--- config.mk ---
export PLATFORM = sky130hd
export DESIGN_NAME = fmul_arbiter
export DESIGN_NICKNAME = d
export VERILOG_FILES = /design/src/rtl/fmul_arb_pkg.sv /design/src/rtl/rr_pick.sv /design/src/rtl/fmul_arbiter.sv
export SDC_FILE = /design/constraint.sdc
export NUM_CORES = 1
export LEC_CHECK = 0
export ABC_AREA = 0
export BUFFER_PORTS_ARGS = -buffer_cell sky130_fd_sc_hd__buf_2
export CAP_MARGIN = 25
export CORE_AREA = 2 2 156 158
export CTS_CLUSTER_SIZE = 10
export DETAILED_ROUTE_END_ITERATION = 10
export DIE_AREA = 0 0 158 160
export SLEW_MARGIN = 20
export SYNTH_ARGS = -nofsm -noshare
export SYNTH_HDL_FRONTEND = slang
export SYNTH_HIERARCHICAL = 1
export SYNTH_SLANG_ARGS = --single-unit
export TNS_END_PERCENT = 30
--- constraint.sdc ---
create_clock -name clk -period 3.5 [get_ports clk]
set_input_delay 0.35 -clock clk [delete_from_list [all_inputs] [get_ports clk]]
set_output_delay 0.35 -clock clk [all_outputs]
set_load 0.05 [all_outputs]
--- src/rtl/fmul_arb_pkg.sv ---
// Shared types and constants for the fmul_arbiter multiplier scheduler.
package fmul_arb_pkg;

  typedef enum logic [1:0] {
    IDLE = 2'd0,
    CALC = 2'd1,
    RESP = 2'd2
  } state_t;

  // Bit positions inside the 4-bit flag vector {NAN, zero, underflow, overflow}
  localparam int FLAG_NAN = 3;
  localparam int FLAG_ZERO = 2;
  localparam int FLAG_UNF = 1;
  localparam int FLAG_OVF = 0;

  localparam logic [31:0] FP_ONE = 32'h3F80_0000;

endpackage

--- src/rtl/rr_pick.sv ---
// Combinational round-robin picker: first set bit of req at or after ptr+1, with wrap.
module rr_pick #(
  parameter int N  = 4,
  parameter int IW = $clog2(N)
) (
  input  logic [N-1:0]  req,
  input  logic [IW-1:0] ptr,
  output logic [N-1:0]  grant,
  output logic [IW-1:0] idx
);

  logic          found;
  logic [IW-1:0] slot;

  always_comb begin
    grant = '0;
    idx   = '0;
    found = 1'b0;
    slot  = '0;
    for (int k = 1; k <= N; k++) begin
      slot = IW'((int'(ptr) + k) % N);
      if (!found && req[slot]) begin
        found       = 1'b1;
        grant[slot] = 1'b1;
        idx         = slot;
      end
    end
  end

endmodule

--- src/rtl/fmul_arbiter.sv ---
// Round-robin scheduler sharing one FP multiplier among NUM_REQ requesters.
// Optional flag capture is built when FMUL_ARB_FLAGS_EN is defined.
//
// Handshakes: a transfer happens on a rising edge where valid and ready are
// both high; valid never depends on ready, and resp_* holds stable while
// resp_valid is high and resp_ready is low.
module fmul_arbiter
  import fmul_arb_pkg::*;
#(
  parameter  int NUM_REQ = 4,
  parameter  int MUL_LAT = 1,
  localparam int IDW     = $clog2(NUM_REQ)
) (
  input  logic                  clk,
  input  logic                  rst_n,
  input  logic [NUM_REQ-1:0]    req_valid,
  output logic [NUM_REQ-1:0]    req_ready,
  input  logic [32*NUM_REQ-1:0] req_a,
  input  logic [32*NUM_REQ-1:0] req_b,
  output logic [31:0]           mul_a,
  output logic [31:0]           mul_b,
  input  logic [31:0]           mul_z,
  input  logic [3:0]            mul_flags,
  output logic                  resp_valid,
  input  logic                  resp_ready,
  output logic [IDW-1:0]        resp_id,
  output logic [31:0]           resp_z,
`ifdef FMUL_ARB_FLAGS_EN
  output logic [3:0]            resp_flags,
`endif
  output state_t                dbg_state
);

  localparam logic [3:0] LAT_LOAD = 4'(MUL_LAT - 1);

  state_t               state, state_next;
  logic [IDW-1:0]       rr_ptr;
  logic [IDW-1:0]       grant_idx;
  logic [NUM_REQ-1:0]   grant;
  logic [3:0]           lat_cnt;
  logic                 accept;
  logic                 calc_done;
  logic                 resp_done;

  rr_pick #(
    .N (NUM_REQ),
    .IW(IDW)
  ) u_pick (
    .req  (req_valid),
    .ptr  (rr_ptr),
    .grant(grant),
    .idx  (grant_idx)
  );

  // Grant is recomputed every IDLE cycle; nothing is latched before the handshake.
  assign req_ready = (state == IDLE) ? grant : '0;
  assign accept    = |(req_valid & req_ready);
  assign calc_done = (state == CALC) && (lat_cnt == 4'd0);
  assign resp_done = (state == RESP) && resp_ready;
  assign dbg_state = state;

  always_comb begin
    state_next = state;
    case (state)
      IDLE:    if (accept) state_next = CALC;
      CALC:    if (calc_done) state_next = RESP;
      RESP:    if (resp_ready) state_next = IDLE;
      default: state_next = IDLE;
    endcase
  end

  always_ff @(posedge clk or negedge rst_n) begin
    if (!rst_n) state <= IDLE;
    else        state <= state_next;
  end

  always_ff @(posedge clk or negedge rst_n) begin
    if (!rst_n) begin
      rr_ptr     <= IDW'(NUM_REQ - 1);
      mul_a      <= '0;
      mul_b      <= '0;
      resp_valid <= 1'b0;
      resp_id    <= '0;
      resp_z     <= '0;
      lat_cnt    <= '0;
    end else begin
      if (accept) begin
        mul_a   <= req_a[{grant_idx, 5'd0} +: 32];
        mul_b   <= req_b[{grant_idx, 5'd0} +: 32];
        resp_id <= grant_idx;
        rr_ptr  <= grant_idx;
        lat_cnt <= LAT_LOAD;
      end
      if (state == CALC) begin
        if (calc_done) begin
          resp_z     <= mul_z;
          resp_valid <= 1'b1;
        end else begin
          lat_cnt <= lat_cnt - 4'd1;
        end
      end
      if (resp_done) resp_valid <= 1'b0;
    end
  end

`ifdef FMUL_ARB_FLAGS_EN
  always_ff @(posedge clk or negedge rst_n) begin
    if (!rst_n)         resp_flags <= '0;
    else if (calc_done) resp_flags <= mul_flags;
  end
`else
  logic unused_flags;
  assign unused_flags = ^mul_flags;
`endif

endmodule
==> results.toml <==
[pwr]
internal_power_uw = 5470
p_seq_share_pct = 20.9
power_frac_comb_pct = 69.3
netSwitchingPower_uw = 5140
clockPowerShare_pct = 9.8
p_sw_share_pct = 48.4
vdd_drop_max_mv = 0.595
p_leak_uw = 0.00417
power_density_nw_per_um2 = 1190

[clock_tree]
cts.sink_count = 107
cts_tree = "yes"
hold_buffers = 0
cts-root-buf = "clkbuf_16"
cts_buffer_depth = 2
clock_latency_ns = 0.35
cts_setup_buffers = 0
cts_buffers = 9
clk_pin_slew_ns = 0.07
cts_resized = 0
htree_levels = 3

[cells_and_area]
drive_gt1_share_pct = 76.3
area_delta_synth_final_pct = 44.0
final_cell_area_um2 = 8920
nNetsFinal = 1107
mostFrequentLayoutCells = "buf_2, dfrtp_1, mux2_2, mux4_2, o21ai_0"
final_common_cell = "buf_2"

[floorplanning]
start_util_pct = 26.0
die_h_um = 160
die_w_um = 158
die-area_um2 = 25300
core_um2 = 23800
num_rows = 57
io_pins = 404

[setup_path]
startpoint_type = "flop"
cp_cell_sequence = "inv_1 -> ha_1 -> nor2b_1 -> a22oi_1 -> o211ai_1 -> a21oi_4 -> buf_12 -> buf_4 -> mux4_2 -> mux2_2"
required_ns = 3.73
max_stage_delay_ns = 0.53
cp.arrival_ns = 3.35
cp-end-kind = "flop"
slowest_stage = "dfstp_2"
cp_max_fo = 19
crit_type = "reg -> reg"

[global_routing]
grt_max_degree = 57
grt_pass1_vias = 5182
grt_pass1_wl_mm = 28.8
grt_overflow = 0
antenna_found_initial = 3
grt_usage_pct = 15.2

[sta]
whs_ns = 0.0211
layout_worst_path_cycle_share_pct = 88.9
drv_slew = 0
period_minus_slack_ns = 3.11
slew_headroom_pct = 53.8
setup_viol = 0
fin_skew_ns = 0.00630
worstMarginPinSlew_ns = 0.693
setup_tns_ns = 0
final_hold_viol_count = 0
rsz0062_at_grt = "false"
max_freq_mhz = 321

[detailed_routing]
num_vias = 5156
drt_iter0_markers = 183
drc = 0
drt-total-wl_mm = 19.8
drtPass1Iterations = 4
wl_per_cell_um = 17.6
ant_nets = 0
vias_per_cell = 4.57

[synth]
synthFlopType = "dfrtp_1"
netlist.area_leader.share_pct = 42.4
ys_warn_count = 6
ys_types = 40
syn_area_um2 = 6190
synth_edf_count = 0
synth_seq_area_share_pct = 43.3
synth.avg_cell_area_um2 = 15.4
synthArstFlopShare_pct = 100
syn-num-nets = 710
yosys.area.top_type = "dfrtp_1"
syn_inst = 401
ys_seq_elements = 107
synth_area_leaders = "dfrtp_1, mux4_2, mux2_2"

[run_status]
outcome = "completed"

[placement]
io_buffers = 399
gp_congestion = 0.775
dp_hpwl_mm = 15.9
postPlaceCellArea_um2 = 8630

[worst_hold_path]
hp-class = "in -> async"

[job]
maxCapViolCount = 0
[layer usage]
metal	GRT usage [%]	part of all wire [%]	vias to the layer above
met5	0	0.11	-
met4	3.36	0.92	4
met3	5.07	9.4	16
met2	26.5	50	251
met1	18.1	39	2521
li1	-	-	2364
[cell usage after synthesis, types with 2 or more instances]
library cell	count
nor2_1	4
a22oi_1	5
clkbuf_1	2
or3_1	2
nor2b_1	5
nor3_1	2
or4_1	2
ha_1	10
buf_1	4
inv_1	7
buf_6	8
nand2_1	12
mux2_2	101
mux4_2	66
o211ai_1	2
buf_4	11
and2_1	4
buf_2	7
nand2b_1	3
dfstp_2	2
a21oi_1	3
a221o_2	4
dfrtp_1	105
o21ai_0	14
[kinds of logic (layout without fill, tap and decap cells)]
group	Yosys count	in the layout	share of synthesized area, %
compound gates	36	36	4.24
simple gates	41	41	3.82
mux	168	168	42.5
other cells	0	1	0
buf+inv	39	440	4.14
fa+ha+maj	10	10	2.02
flops	107	107	43.3
[final timing paths]
path                                       startpoint                  endpoint  slack, ns  cells after the start
worst max-delay path            rr_ptr[0]$_DFFE_PN1P_     mul_a[28]$_DFFE_PN0P_       0.39                     10
worst min-delay path                            rst_n     mul_b[21]$_DFFE_PN0P_       0.02                      1
worst max register to register  rr_ptr[0]$_DFFE_PN1P_     mul_a[28]$_DFFE_PN0P_       0.39                     10
worst min register to register  resp_z[6]$_DFFE_PN0P_     resp_z[6]$_DFFE_PN0P_       0.50                      1
max in group asynchronous                       rst_n     rr_ptr[0]$_DFFE_PN1P_       2.65                      2
min in group clk                           resp_ready  dbg_state[1]$_DFFE_PN0P_       0.21                      2
[state kept, by name (all words and copies together), names as in the netlist]
signal and cells:
lat_cnt 4, mul_b 32, mul_a 32, resp_valid 1, resp_z 32, dbg_state 2
rr_ptr 2, resp_id 2
[power by group through the flow]
stage	Sequential (uW)	Clock [uW]	Combinational, uW
finish	2220	1030	7350
global route	2310	1130	7800
CTS	2230	1100	7450
detailed placement	2240	0	7460
global placement	2230	0	7390
floorplan	4360	0	3560
[cell type report]
class                           instances  area [um2]
Antenna cell                            1        2.50
Clock buffer                           10         229
Clock inverter                          5        63.8
Fill cell                            2370       14900
Inverter                                7        26.3
Multi-Input combinational cell        255        3290
Sequential cell                       107        2680
Tap cell                              324         405
Timing Repair Buffer                  418        2230
[metrics by stage]
stage / std cells / utilization, % / total power [uW] / worst slack, ns
6_report: 1127 / 37.5 / 10600 / 0.387
5_1_grt: 1126 / 37.4 / 11200 / 0.157
4_1_cts: 1126 / 37.4 / 10800 / 0.380
3_5_place_dp: 1111 / 36.2 / 9700 / 0.379
3_3_place_gp: 1111 / 36.2 / 9620 / 0.403
2_1_floorplan: 401 / - / 7920 / 0.399
[critical path, delay by kind of cell, from the launching register on]
family | cells | cell delay, ns
compound gates | 3 | 0.59
fa+ha+maj | 1 | 0.46
buf+inv | 3 | 0.51
flops | 1 | 0.53
mux | 2 | 0.77
simple gates | 1 | 0.13
(Power assumes the default switching activity.)
